[src/rtl/corral_match_ctrl.sv]
// Match sequencer for the corral game core: resets the core, relays moves, times out idle players and tallies results.
// Optional macro CORRAL_AUTOPLAY_EN: timeout moves come from a 4-bit LFSR instead of the constant 1.
module corral_match_ctrl #(
  parameter int ROUNDS         = 5,
  parameter int TIMEOUT_CYCLES = 1000,
  parameter int MAX_MOVES      = 15
) (
  input  logic       clock,
  input  logic       reset_n,
  input  logic       start,
  input  logic       btn_enter,
  input  logic [2:0] btn_move,
  input  logic       core_ready,
  input  logic       core_gameover,
  input  logic       core_lostwon,
  output logic       core_rst_n,
  output logic       core_enter,
  output logic [2:0] core_move,
  output logic [3:0] round_num,
  output logic [3:0] wins,
  output logic [3:0] losses,
  output logic [3:0] move_count,
  output logic       reject,
  output logic       match_done,
  output logic       busy
);

  typedef enum logic [2:0] {
    S_IDLE, S_RST_CORE, S_SETTLE, S_WAIT_INPUT, S_ISSUE, S_RELEASE, S_ROUND_END, S_DONE
  } state_t;

  localparam int              TW       = (TIMEOUT_CYCLES > 1) ? $clog2(TIMEOUT_CYCLES) : 1;
  localparam logic [TW-1:0]   TMO_LAST = TW'(TIMEOUT_CYCLES - 1);
  localparam logic [3:0]      ROUNDS_L = 4'(ROUNDS);
  localparam logic [3:0]      MAX_L    = 4'(MAX_MOVES);

  // Two-flop synchronizers plus a delayed copy for rising-edge detection.
  logic       start_meta_q, start_sync_q, start_prev_q;
  logic       enter_meta_q, enter_sync_q, enter_prev_q;
  logic [2:0] move_meta_q, move_sync_q;
  logic       start_edge, enter_edge;

  always_ff @(posedge clock or negedge reset_n) begin
    if (!reset_n) begin
      start_meta_q <= 1'b0;
      start_sync_q <= 1'b0;
      start_prev_q <= 1'b0;
      enter_meta_q <= 1'b0;
      enter_sync_q <= 1'b0;
      enter_prev_q <= 1'b0;
      move_meta_q  <= 3'd0;
      move_sync_q  <= 3'd0;
    end else begin
      // NOTE: non-blocking assignments let every stage sample the previous stage's old value.
      start_meta_q <= start;
      start_sync_q <= start_meta_q;
      start_prev_q <= start_sync_q;
      enter_meta_q <= btn_enter;
      enter_sync_q <= enter_meta_q;
      enter_prev_q <= enter_sync_q;
      move_meta_q  <= btn_move;
      move_sync_q  <= move_meta_q;
    end
  end

  assign start_edge = start_sync_q & ~start_prev_q;
  assign enter_edge = enter_sync_q & ~enter_prev_q;

  logic [2:0] auto_move;
`ifdef CORRAL_AUTOPLAY_EN
  logic [3:0] lfsr_q, lfsr_d;
  assign lfsr_d    = {lfsr_q[2:0], lfsr_q[3] ^ lfsr_q[2]};
  assign auto_move = 3'(lfsr_q % 4'd5) + 3'd1;

  always_ff @(posedge clock or negedge reset_n) begin
    if (!reset_n) lfsr_q <= 4'b1001;
    else          lfsr_q <= lfsr_d;
  end
`else
  assign auto_move = 3'd1;
`endif

  state_t        state_q, state_d;
  logic          rst_cnt_q, rst_cnt_d;
  logic          issue_wait_q, issue_wait_d;
  logic          result_q, result_d;
  logic [TW-1:0] tmo_q, tmo_d;
  logic          core_rst_n_q, core_rst_n_d;
  logic          core_enter_q, core_enter_d;
  logic [2:0]    core_move_q, core_move_d;
  logic [3:0]    round_num_q, round_num_d;
  logic [3:0]    wins_q, wins_d;
  logic [3:0]    losses_q, losses_d;
  logic [3:0]    move_count_q, move_count_d;
  logic          reject_q, reject_d;
  logic          match_done_q, match_done_d;
  logic          busy_q, busy_d;

  always_comb begin
    // NOTE: every signal gets a default first so no path leaves one unassigned (no latches).
    state_d      = state_q;
    rst_cnt_d    = rst_cnt_q;
    issue_wait_d = issue_wait_q;
    result_d     = result_q;
    tmo_d        = tmo_q;
    core_rst_n_d = core_rst_n_q;
    core_enter_d = 1'b0;
    core_move_d  = core_move_q;
    round_num_d  = round_num_q;
    wins_d       = wins_q;
    losses_d     = losses_q;
    move_count_d = move_count_q;
    reject_d     = 1'b0;

    unique case (state_q)
      S_IDLE, S_DONE: begin
        core_rst_n_d = 1'b1;
        if (start_edge) begin
          wins_d       = 4'd0;
          losses_d     = 4'd0;
          move_count_d = 4'd0;
          round_num_d  = 4'd1;
          rst_cnt_d    = 1'b0;
          core_rst_n_d = 1'b0;
          state_d      = S_RST_CORE;
        end
      end
      S_RST_CORE: begin
        if (rst_cnt_q) begin
          core_rst_n_d = 1'b1;
          state_d      = S_SETTLE;
        end else begin
          rst_cnt_d = 1'b1;
        end
      end
      S_SETTLE: begin
        if (core_ready) begin
          tmo_d   = '0;
          state_d = S_WAIT_INPUT;
        end
      end
      S_WAIT_INPUT: begin
        tmo_d = (tmo_q == TMO_LAST) ? '0 : tmo_q + TW'(1);
        if (enter_edge) begin
          if (move_sync_q inside {[3'd1:3'd5]}) begin
            core_move_d  = move_sync_q;
            core_enter_d = 1'b1;
            issue_wait_d = 1'b0;
            state_d      = S_ISSUE;
          end else begin
            reject_d = 1'b1;
          end
        end else if (tmo_q == TMO_LAST) begin
          core_move_d  = auto_move;
          core_enter_d = 1'b1;
          issue_wait_d = 1'b0;
          state_d      = S_ISSUE;
        end
      end
      S_ISSUE: begin
        // First cycle carries the strobe; the core's verdict is read on the second.
        if (!issue_wait_q) begin
          issue_wait_d = 1'b1;
        end else if (core_ready) begin
          reject_d = 1'b1;
          tmo_d    = '0;
          state_d  = S_WAIT_INPUT;
        end else begin
          move_count_d = move_count_q + 4'd1;
          state_d      = S_RELEASE;
        end
      end
      S_RELEASE: begin
        // The core raises gameover during its own setup, so it only counts once a move landed.
        if (core_gameover && (move_count_q != 4'd0)) begin
          result_d = core_lostwon;
          state_d  = S_ROUND_END;
        end else if (core_ready) begin
          if (move_count_q == MAX_L) begin
            result_d = 1'b0;
            state_d  = S_ROUND_END;
          end else begin
            tmo_d   = '0;
            state_d = S_WAIT_INPUT;
          end
        end
      end
      S_ROUND_END: begin
        if (result_q) wins_d   = (wins_q == 4'd15)   ? wins_q   : wins_q + 4'd1;
        else          losses_d = (losses_q == 4'd15) ? losses_q : losses_q + 4'd1;
        if (round_num_q == ROUNDS_L) begin
          state_d = S_DONE;
        end else begin
          round_num_d  = round_num_q + 4'd1;
          move_count_d = 4'd0;
          rst_cnt_d    = 1'b0;
          core_rst_n_d = 1'b0;
          state_d      = S_RST_CORE;
        end
      end
      default: state_d = S_IDLE;
    endcase

    busy_d       = !(state_d inside {S_IDLE, S_DONE});
    match_done_d = (state_d == S_DONE);
  end

  always_ff @(posedge clock or negedge reset_n) begin
    if (!reset_n) begin
      state_q      <= S_IDLE;
      rst_cnt_q    <= 1'b0;
      issue_wait_q <= 1'b0;
      result_q     <= 1'b0;
      tmo_q        <= '0;
      core_rst_n_q <= 1'b0;
      core_enter_q <= 1'b0;
      core_move_q  <= 3'd0;
      round_num_q  <= 4'd0;
      wins_q       <= 4'd0;
      losses_q     <= 4'd0;
      move_count_q <= 4'd0;
      reject_q     <= 1'b0;
      match_done_q <= 1'b0;
      busy_q       <= 1'b0;
    end else begin
      state_q      <= state_d;
      rst_cnt_q    <= rst_cnt_d;
      issue_wait_q <= issue_wait_d;
      result_q     <= result_d;
      tmo_q        <= tmo_d;
      core_rst_n_q <= core_rst_n_d;
      core_enter_q <= core_enter_d;
      core_move_q  <= core_move_d;
      round_num_q  <= round_num_d;
      wins_q       <= wins_d;
      losses_q     <= losses_d;
      move_count_q <= move_count_d;
      reject_q     <= reject_d;
      match_done_q <= match_done_d;
      busy_q       <= busy_d;
    end
  end

  assign core_rst_n = core_rst_n_q;
  assign core_enter = core_enter_q;
  assign core_move  = core_move_q;
  assign round_num  = round_num_q;
  assign wins       = wins_q;
  assign losses     = losses_q;
  assign move_count = move_count_q;
  assign reject     = reject_q;
  assign match_done = match_done_q;
  assign busy       = busy_q;

endmodule

[config.mk]
export PLATFORM = sky130hd
export DESIGN_NAME = corral_match_ctrl
export DESIGN_NICKNAME = d
export VERILOG_FILES = /design/src/rtl/corral_match_ctrl.sv
export SDC_FILE = /design/constraint.sdc
export NUM_CORES = 1
export LEC_CHECK = 0
export ABC_AREA = 1
export ABC_CLOCK_PERIOD_IN_PS = 1700
export BUFFER_PORTS_ARGS = -buffer_cell sky130_fd_sc_hd__buf_2
export CAP_MARGIN = 20
export CORE_MARGIN = 2
export CORE_UTILIZATION = 51
export CTS_CLUSTER_SIZE = 10
export DETAILED_ROUTE_END_ITERATION = 8
export PLACE_DENSITY = 0.75
export SLEW_MARGIN = 20
export SYNTH_ARGS = -nofsm -noshare
export SYNTH_HDL_FRONTEND = slang
export SYNTH_SLANG_ARGS = --single-unit
[constraint.sdc]
create_clock -name clock -period 1.7 [get_ports clock]
set_clock_uncertainty 0.15 [all_clocks]
set_input_delay 0.085 -clock clock [delete_from_list [all_inputs] [get_ports clock]]
set_output_delay 0.085 -clock clock [all_outputs]
set_load 0.005 [all_outputs]
After elaboration in Yosys (flattened, before gate mapping)
Cells that the tools add are included.

Reduce and logical (&&, ||, !) cells: 26. Add/subtract/negate cells: 5. $lt $le $gt $ge: 2. Mux-type cells: 59. Equal/unequal tests: 28. Bitwise operators: 4.

Operator list (number): two-way mux 10 bit (6); two-way mux 3 bit (15); two-way mux 4 bit (10); case mux 10 bit (4 select lines) (1); inequality test 2 bit, second input constant (12); case mux 4 bit (2 select lines) (3); case mux 3 bit (7 select lines) (1); two-way mux 1 bit (18); AND reduction 3 bit (6); adder 4 x 1 -> 4 bit, second input constant (4); equality test 3 bit, second input constant (5); equality test 4 bit, second input constant (3); case mux 4 bit (3 select lines) (1); nonzero test 2 bit (6); adder 10 x 1 -> 10 bit, second input constant (1); equality test 10 bit, second input constant (1); AND reduction 5 bit (2); AND reduction 4 bit (2); nonzero test 4 bit (2); equality test 3 x 2 -> 1 bit, second input constant (2); logical NOT 3 bit (2); inequality test 3 bit, second input constant (2); case mux 1 bit (3 select lines) (2); nonzero test 3 bit (2); other kinds (11) (15).

Logic and storage cells: 147. Register bits after elaboration: 52. Input port bits: 10.

Logic depth before layout (Yosys ltp)
Gate-level depths: netlist of run 1.

Depth after elaboration: 8. Gate-level depth with buffers: 12. Depth with buffers taken out: 12.

Worst setup path before layout of run 1
No wires, ideal clock.

Path type: register to register. From: register move_count_q[0], in the netlist move_count[0]. To: register tmo_q[3]. Data arrival time: 1.369 ns. Setup slack: 0.053 ns. Clock period less this slack: 1.647 ns. Buffers on the path: 0. Cell stages (with the launch flop): 10. Cells stage by stage: dfrtp_1 inv_1 ha_1 nand2_1 nand2_1 nand2_1 o21ai_1 nand4_2 inv_2 o21ai_0.

Cells in the longest elaborated chain, start to end: 4. Elaborated cells between the ends (all ways): 6.

RTL lines: from (decl) (RTL line 94) `logic [3:0] move_count_q, move_count_d;`; from (signal assigned) (RTL line 237) `move_count_q <= move_count_d;`; nonzero test 4 bit (RTL line 175) `if (core_gameover && (move_count_q != 4'd0)) begin`; logical AND 1 bit (RTL line 175); inequality test 2 bit (no source line); AND reduction 5 bit (no source line) (*); to (signal assigned) (RTL line 230) `tmo_q <= tmo_d;`; to (decl) (RTL line 87) `logic [TW-1:0] tmo_q, tmo_d;`.

Every way passes the cells marked *; elsewhere a longest branch is shown, timed or not. A chain may end at the register's enable or synchronous reset.

Worst setup path in the final report of run 1
From: register round_num_q[0], in the netlist round_num[0]. To: register busy_q, in the netlist busy.

Cells in the longest elaborated chain, start to end: 6. Elaborated cells between the ends (all ways): 7.

RTL lines: from (decl) (RTL line 91) `logic [3:0] round_num_q, round_num_d;`; from (signal assigned) (RTL line 234) `round_num_q <= round_num_d;`; equality test 4 x 3 -> 1 bit (*) (RTL line 191) `if (round_num_q == ROUNDS_L) begin`; two-way mux 3 bit (*) (RTL line 191); case mux 3 bit (7 select lines) (*) (RTL line 115) `unique case (state_q)`; via state_d[1] (RTL line 83) `state_t state_q, state_d;`; equality test 3 bit / logical NOT 3 bit (equally long branches) (RTL line 204) `busy_d = !(state_d inside {S_IDLE, S_DONE});`; nonzero test 2 bit (*) (RTL line 204); logical NOT 1 bit (*) (RTL line 204); via busy_d (RTL line 97) `logic busy_q, busy_d;`; to (signal assigned) (RTL line 240) `busy_q <= busy_d;`; to (decl) (RTL line 97).

The timed path passes the listed nets; every way through them passes the cells marked *.

==> results of run 1 <==
[path summary, 6_finish.rpt]
path	end	start	slack, ns	cells after the start
setup reg to reg	busy$_DFF_PN0_	round_num[0]$_DFFE_PN0P_	-0.04	10
setup / recovery	busy$_DFF_PN0_	round_num[0]$_DFFE_PN0P_	-0.04	10
min in group asynchronous	tmo_q[6]$_DFFE_PN0P_	reset_n	0.11	2
max in group asynchronous	state_q[2]$_DFF_PN0_	reset_n	0.75	3
hold reg to reg	enter_sync_q$_DFF_PN0_	enter_meta_q$_DFF_PN0_	0.21	0
hold / removal	result_q$_DFFE_PN0P_	core_gameover	0.04	4
[cell families after synthesis]
group           synth area share
simple gates               0.289
flops                      0.505
buf+inv                   0.0583
compound gates            0.0830
xor+xnor                  0.0272
fa+ha+maj                 0.0340
mux                      0.00388
[flip-flops by register name (all words and copies together), names as in the netlist, 3 cells and up]
name / flops
move_meta_q: 3
losses: 4
move_count: 4
core_move: 3
round_num: 4
tmo_q: 10
state_q: 3
wins: 4
move_sync_q: 3
[layer usage]
metal / vias to the layer above / global-route usage / part of all wire
met5: - / 0 / 0
met4: 0 / 0.0377 / 0.0038
met3: 4 / 0.0361 / 0.039
met2: 46 / 0.326 / 0.50
met1: 1074 / 0.278 / 0.46
li1: 1133 / - / -
[what timing repair did]
item | 4_1_cts | 5_1_grt
resized for setup | 4 | 59
setup endpoints to repair | 10 | 28
pin swaps | 1 | 24
hold endpoints to repair | 58 | 0
setup buffers | 0 | 12
hold buffers | 7 | 0
[cell type report]
| class | instances | area, um2 |
|---|---|---|
| clock buffers | 5 | 68.8 |
| repair buffers | 77 | 544 |
| flip-flops and latches | 52 | 1310 |
| multi-input cells | 204 | 1340 |
| fillers | 357 | 1290 |
| clock inverters | 3 | 26.3 |
| well taps | 67 | 83.8 |
| inverters | 35 | 131 |
[report_power, final]
part           leakage [nW]  switching [mW]  total [mW]  internal, mW
Clock                0.0491           0.451       0.755         0.304
Sequential            0.665           0.245        1.73          1.48
Combinational          1.04            1.29        2.27         0.986
[per-stage QoR]
step,instances,util,area (um2)
2_1_floorplan,293,-,2580
3_3_place_gp,416,0.628,3010
3_5_place_dp,416,0.628,3010
4_1_cts,431,0.668,3200
5_1_grt,443,0.731,3500
6_report,443,0.731,3500
[synthesized netlist by cell type]
cell type,number,share of area
nand2_1,60,0.087
dfrtp_1,52,0.50
inv_1,29,0.042
nand3_1,28,0.054
nor2_1,25,0.036
o21ai_0,14,0.027
nand2_2,10,0.024
nand4_1,8,0.019
ha_1,7,0.034
xor2_1,7,0.024
a21oi_1,6,0.012
inv_2,6,0.0087
nor3_1,6,0.012
o21ai_1,5,0.0097
nor2_2,4,0.0097
o31ai_1,4,0.012
nand4_2,3,0.015
nand3_2,2,0.0078
nand3b_1,2,0.0058
o22ai_1,2,0.0049
a21oi_2,1,0.0034
a31o_2,1,0.0034
buf_4,1,0.0029
buf_6,1,0.0044
mux2i_1,1,0.0039
nand3_4,1,0.0068
nor2_4,1,0.0044
nor3_2,1,0.0039
o21ai_2,1,0.0034
o21bai_1,1,0.0029
o31ai_2,1,0.0049
or2_2,1,0.0024
xnor2_1,1,0.0034
[critical path, delay by kind of cell, from the launching register on]
family,cells,cell delay [ns]
simple gates,9,0.91
fa+ha+maj,1,0.18
flops,1,0.43
==> impl_metrics.tcl, run 1 <==
set metrics [dict create \
    antenna_found_initial 0 \
    synth_area_um2 2580 \
    finalSetupViolCount 3 \
    grt_pass1_vias 1987 \
    yosysUniqueCellTypes 33 \
    routed_via_density 5.09 \
    drive_gt1_frac 0.386 \
    cts_tree "done" \
    clkLatencyLatePin_ns 0.31 \
    slowest_stage "dfrtp_1" \
    core_um2 4790 \
    synth-seq-area-share 0.505 \
    crit_chain "ha_4 > nand2_4 > nor2_4 > nand2_2 > nand3_2 > nor2_4 > nand4_1 > nand2_1 > nand2_2 > nand2_2" \
    fin_total_pwr_mw 4.75 \
    initial_core_util 0.539 \
    fin_crit_sh 1.02 \
    drv_slew 0 \
    clkSinkCount 52 \
    worstPathArrival_ns 1.84 \
    rows 25 \
    synth-seq-cells 52 \
    synthToLayoutAreaGrowth_pct 35.8 \
    crit_path_start_kind "register" \
    hp-class "in2reg" \
    rsz0062_at_grt "true" \
    cts_buffer_depth 2 \
    yosysWarnings 0 \
    slew_headroom 0.668 \
    violations "negative setup slack" \
    worstPathMaxFanout 2 \
    critPathCaptureType "register" \
    ir_drop_mv 0.815 \
    worst_ep_required_time_ns 1.81 \
    drc 0 \
    antenna_cells 0 \
    post_drt_wl_per_cell_um 13.0 \
    numPortBuffers 33 \
    fp.dieH_um 75.1 \
    path_class "reg2reg" \
    tightest_slew_ns 0.498 \
    tns_ns -0.0783 \
    syn_nets 310 \
    fp.dieW_um 75.1 \
    routed_wirelength_um 5770 \
    max_stage_delay_ns 0.43 \
    overflow 0 \
    leakagePower_nw 1.76 \
    routed-via-count 2257 \
    first_iter_violations 120 \
    layout.nets 392 \
    status "finished, violations left" \
    cellPowerDensity_nw_per_um2 1360 \
    ant_nets 0 \
    die_area_um2 5640 \
    clock.fmax_mhz 576 \
    final_common_cell "dfrtp_1" \
    h-tree-depth 2 \
    grt_start_max_net_pins 32 \
    grt_usage 0.198 \
    crit_top_cell "nand2_2" \
    grt_pass1_wl_um 8650 \
    fin_crit_ns 1.74 \
    finalHoldViolations 0 \
    clkTransAtPathRegs_ns 0.10 \
    ctsRootBufferMaster "clkbuf_8" \
    gp_congestion 0.878 \
    synthCells 293 \
    dp_slack_ns -0.0357 \
    final_cell_mix "dfrtp_1, nand2_1, buf_2" \
    syn_area_per_cell_um2 8.80 \
    numCtsBuffers 5 \
    place_hpwl_um 3880 \
    maxCapViolations 0 \
    io_pins 34 \
    holdWs_ns 0.0400 \
    drtPass1Iterations 4 \
    worst_slack_ns -0.0369 \
]
(Power assumes the default switching activity.)
==> inputs of run 2 (changes only) <==
--- a/config.mk
+++ b/config.mk
@@ -14,6 +14,7 @@
 export CTS_CLUSTER_SIZE = 10
 export DETAILED_ROUTE_END_ITERATION = 8
 export PLACE_DENSITY = 0.75
+export SKIP_LAST_GASP = 1
 export SLEW_MARGIN = 20
 export SYNTH_ARGS = -nofsm -noshare
 export SYNTH_HDL_FRONTEND = slang
==> impl_metrics.tcl, run 2 (same netlist as run 1, synthesis figures left out) <==
set metrics [dict create \
    status "finished, violations left" \
    violations "negative setup slack" \
    initial_core_util 0.539 \
    finalSetupViolCount 3 \
    wl_met1_um 2650 \
    maxCapViolations 0 \
    ir_drop_mv 0.815 \
    top_register "tmo_q" \
    drv_slew 0 \
    final_cell_mix "dfrtp_1, nand2_1, buf_2" \
    layout.nets 392 \
    overflow 0 \
    leakagePower_nw 1.76 \
    grt_pass1_vias 1987 \
    ctsRootBufferMaster "clkbuf_8" \
    drive_gt1_frac 0.386 \
    ant_nets 0 \
    worst_slack_ns -0.0368 \
    clock.fmax_mhz 576 \
    cellPowerDensity_nw_per_um2 1360 \
    tightest_slew_ns 0.498 \
    placed_cell_area_um2 3010 \
    top_layer "met4" \
    routed_wirelength_um 5780 \
    drc 0 \
    core_um2 4790 \
    grt_usage 0.198 \
    fill_cells 357 \
    gp_congestion 0.878 \
    fin_total_pwr_mw 4.75 \
    hp-class "in2reg" \
    numCtsBuffers 5 \
    worstPathArrival_ns 1.84 \
    cts_tree "done" \
    fp.dieW_um 75.1 \
    synthToLayoutAreaGrowth_pct 35.8 \
    slew_headroom 0.668 \
    rsz0062_at_grt "true" \
    die_area_um2 5640 \
    routed-via-count 2263 \
    clkTransAtPathRegs_ns 0.10 \
    route.met2.wl_um 2890 \
    numPortBuffers 33 \
    first_iter_violations 119 \
    crit_path_start_kind "register" \
    fin_area_um2 3500 \
    critPathCaptureType "register" \
    multi_input_area_um2 1340 \
    clkLatencyLatePin_ns 0.31 \
    grt_pass1_wl_um 8650 \
    fin_crit_sh 1.02 \
    rows 25 \
    fp.dieH_um 75.1 \
    fin_util 0.731 \
    final_common_cell "dfrtp_1" \
    fin_crit_ns 1.74 \
    io_pins 34 \
    holdWs_ns 0.0400 \
    wl_met3_um 223 \
    cts_buffer_depth 2 \
    post_drt_wl_per_cell_um 13.0 \
    drtPass1Iterations 4 \
    tns_ns -0.0782 \
    path_class "reg2reg" \
    routed_via_density 5.11 \
    clkSinkCount 52 \
    place_hpwl_um 3880 \
    grt_start_max_net_pins 32 \
    h-tree-depth 2 \
    largest_reg_flops 10 \
    finalHoldViolations 0 \
    antenna_found_initial 0 \
    worst_ep_required_time_ns 1.81 \
    antenna_cells 0 \
    regArea_um2 1310 \
    worstPathMaxFanout 2 \
]
[run 2: cell counts in the layout (fill, tap and decap cells not counted)]
Identical to the previous run, type by type.
[run 2: final timing paths]
check | startpoint | to | slack, ns | depth (start not counted)
hold reg to reg | enter_meta_q$_DFF_PN0_ | enter_sync_q$_DFF_PN0_ | 0.21 | 0
setup / recovery | round_num[0]$_DFFE_PN0P_ | busy$_DFF_PN0_ | -0.04 | 10
setup reg to reg | round_num[0]$_DFFE_PN0P_ | busy$_DFF_PN0_ | -0.04 | 10
max in group asynchronous | reset_n | state_q[2]$_DFF_PN0_ | 0.75 | 3
min in group asynchronous | reset_n | tmo_q[6]$_DFFE_PN0P_ | 0.11 | 2
hold / removal | core_gameover | result_q$_DFFE_PN0P_ | 0.04 | 4
[run 2: cell type report]
class,instances,share of cell area
multi-input cells,204,0.383
flip-flops and latches,52,0.373
repair buffers,77,0.156
well taps,67,0.0240
clock buffers,5,0.0197
clock inverters,3,0.00751
inverters,35,0.0375
[run 2: through the flow]
stage / worst slack (ns) / instances
global placement: -0.0505 / 416
finish: -0.0368 / 443
CTS: -0.00359 / 431
global route: -0.119 / 443
floorplan: 0.0534 / 293
detailed placement: -0.0357 / 416
[run 2: critical path, cell delays in order, from the launching register on]
cell and delay [ns]:
dfrtp_1 0.43, ha_4 0.18, nand2_4 0.08, nor2_4 0.04, nand2_2 0.11, nand3_2 0.11
nor2_4 0.14, nand4_1 0.14, nand2_1 0.17, nand2_2 0.07, nand2_2 0.05
[run 2: metal layers]
metal | track usage | up-vias
met1 | 0.278 | 1081
met3 | 0.0361 | 4
li1 | - | 1134
met5 | 0 | -
met2 | 0.326 | 44
met4 | 0.0377 | 0
[run 2: report_power, final]
| part | total (mW) | switching [mW] | leakage, nW | internal [mW] |
|---|---|---|---|---|
| clock network | 0.755 | 0.451 | 0.0491 | 0.304 |
| logic | 2.27 | 1.29 | 1.05 | 0.986 |
| registers | 1.73 | 0.245 | 0.665 | 1.48 |
[run 2: what timing repair did]
item	CTS	global route
gates resized for setup	4	58
setup buffers	0	12
pin swaps	1	24
setup endpoints to repair	10	28
hold endpoints to repair	58	0
hold buffers	7	0
==> inputs of run 3 (changes only) <==
--- a/config.mk
+++ b/config.mk
@@ -6,9 +6,10 @@
 export NUM_CORES = 1
 export LEC_CHECK = 0
 export ABC_AREA = 1
-export ABC_CLOCK_PERIOD_IN_PS = 1700
+export ABC_CLOCK_PERIOD_IN_PS = 1400
 export BUFFER_PORTS_ARGS = -buffer_cell sky130_fd_sc_hd__buf_2
 export CAP_MARGIN = 20
+export CORE_ASPECT_RATIO = 0.5
 export CORE_MARGIN = 2
 export CORE_UTILIZATION = 51
 export CTS_CLUSTER_SIZE = 10
==> constraint.sdc (replaced) <==
create_clock -name clock -period 1.4 [get_ports clock]
set_clock_uncertainty 0.15 [all_clocks]
set_input_delay 0.07 -clock clock [delete_from_list [all_inputs] [get_ports clock]]
set_output_delay 0.07 -clock clock [all_outputs]
set_load 0.005 [all_outputs]
==> impl_metrics.tcl, run 3 (same netlist as run 1, synthesis figures left out) <==
set metrics [dict create \
    fin_crit_ns 1.84 \
    fin_total_pwr_mw 7.00 \
    clkLatencyLatePin_ns 0.33 \
    clkTransAtPathRegs_ns 0.11 \
    core_um2 4890 \
    slew_headroom 0.754 \
    antenna_cells 0 \
    routed_wirelength_um 8410 \
    routed-via-count 2716 \
    numCtsBuffers 5 \
    antenna_found_initial 0 \
    rows 18 \
    fin_area_um2 4040 \
    final_cell_mix "buf_4, dfrtp_1, nand2_1" \
    fp.dieH_um 54.3 \
    clock.fmax_mhz 544 \
    holdWs_ns 0.00316 \
    fin_crit_sh 1.31 \
    finalHoldViolations 0 \
    cts_hold_buf 7 \
    critPathCaptureType "register" \
    grt_pass1_vias 2410 \
    violations "negative setup slack" \
    fp.dieW_um 105 \
    dp_slack_ns -0.317 \
    h-tree-depth 2 \
    largest_reg_flops 10 \
    rsz0062_at_grt "true" \
    final_common_cell "buf_4" \
    worstPathArrival_ns 1.92 \
    grt_start_max_net_pins 53 \
    clkSinkCount 52 \
    tightest_slew_ns 0.369 \
    layout.nets 439 \
    io_pins 34 \
    post_drt_wl_per_cell_um 17.1 \
    crit_path_start_kind "register" \
    grt_usage 0.255 \
    maxCapViolations 0 \
    cellPowerDensity_nw_per_um2 1730 \
    ctsRootBufferMaster "clkbuf_8" \
    worstPathMaxFanout 8 \
    drc 0 \
    top_register "tmo_q" \
    numPortBuffers 33 \
    initial_core_util 0.527 \
    overflow 0 \
    drv_slew 0 \
    drtPass1Iterations 5 \
    die_area_um2 5670 \
    routed_via_density 5.51 \
    first_iter_violations 240 \
    worst_ep_required_time_ns 1.48 \
    path_class "reg2reg" \
    drive_gt1_frac 0.508 \
    gp_congestion 0.937 \
    cts_tree "done" \
    worst_slack_ns -0.439 \
    hp-class "in2reg" \
    place_hpwl_um 4610 \
    synthToLayoutAreaGrowth_pct 56.7 \
    fill_cells 260 \
    status "finished, violations left" \
    leakagePower_nw 2.05 \
    ant_nets 0 \
    cts_buffer_depth 2 \
    grt_pass1_wl_um 11100 \
    ir_drop_mv 1.27 \
    placed_cell_area_um2 3380 \
    finalSetupViolCount 40 \
]
-- run 3: through the flow --
step                 util  TNS [ns]  std cells
CTS                 0.767     -6.05        481
global route        0.826    -11.98        493
floorplan               -     -3.28        293
detailed placement  0.691     -6.64        458
global placement    0.691     -4.70        458
finish              0.826     -9.93        493
-- run 3: final timing paths --
path | startpoint | end | slack [ns] | cells past startpoint
max in group asynchronous | reset_n | state_q[2]$_DFF_PN0_ | 0.76 | 3
min | core_gameover | result_q$_DFFE_PN0P_ | 0.003 | 4
min reg2reg | start_meta_q$_DFF_PN0_ | start_sync_q$_DFF_PN0_ | 0.20 | 0
max reg2reg | state_q[0]$_DFF_PN0_ | move_count[0]$_DFFE_PN0P_ | -0.44 | 10
min in group asynchronous | reset_n | result_q$_DFFE_PN0P_ | 0.10 | 3
max | state_q[0]$_DFF_PN0_ | move_count[0]$_DFFE_PN0P_ | -0.44 | 10
-- run 3: area by class of cell --
class / instances / area (um2) / area share
clock inverter: 2 / 38.8 / 0.00961
timing repair buffer: 124 / 932 / 0.231
multi-input combinational: 204 / 1460 / 0.361
sequential: 52 / 1300 / 0.323
tap: 70 / 87.6 / 0.0217
inverter: 35 / 144 / 0.0356
clock buffer: 6 / 72.6 / 0.0180
-- run 3: routing by layer --
metal | up-vias | GRT usage | part of all wire
li1 | 1220 | - | -
met1 | 1325 | 0.298 | 0.40
met2 | 132 | 0.468 | 0.50
met3 | 39 | 0.0583 | 0.061
met4 | 0 | 0.117 | 0.039
met5 | - | 0 | 0
-- run 3: critical path, cell delays in order (launching register included) --
cell and delay [ns]:
dfrtp_1 0.40, buf_12 0.15, nor2_4 0.14, buf_4 0.15, buf_6 0.09, o22ai_2 0.10, nor2_4 0.13, nand2_4 0.12
inv_4 0.09, nand3_1 0.09, o21ai_1 0.14
-- run 3: power by group --
group | switching, mW | total [mW] | internal (mW)
logic | 2.11 | 3.84 | 1.73
clock network | 0.548 | 1.09 | 0.541
registers | 0.272 | 2.07 | 1.80
total | 2.93 | 7.00 | 4.06
-- run 3: timing repair --
action | CTS | global route
setup buffers | 8 | 13
hold endpoints to repair | 58 | 1
gates resized for setup | 35 | 57
cloned | 0 | 0
endpoints found under the setup margin | 38 | 40
pin swaps | 19 | 23
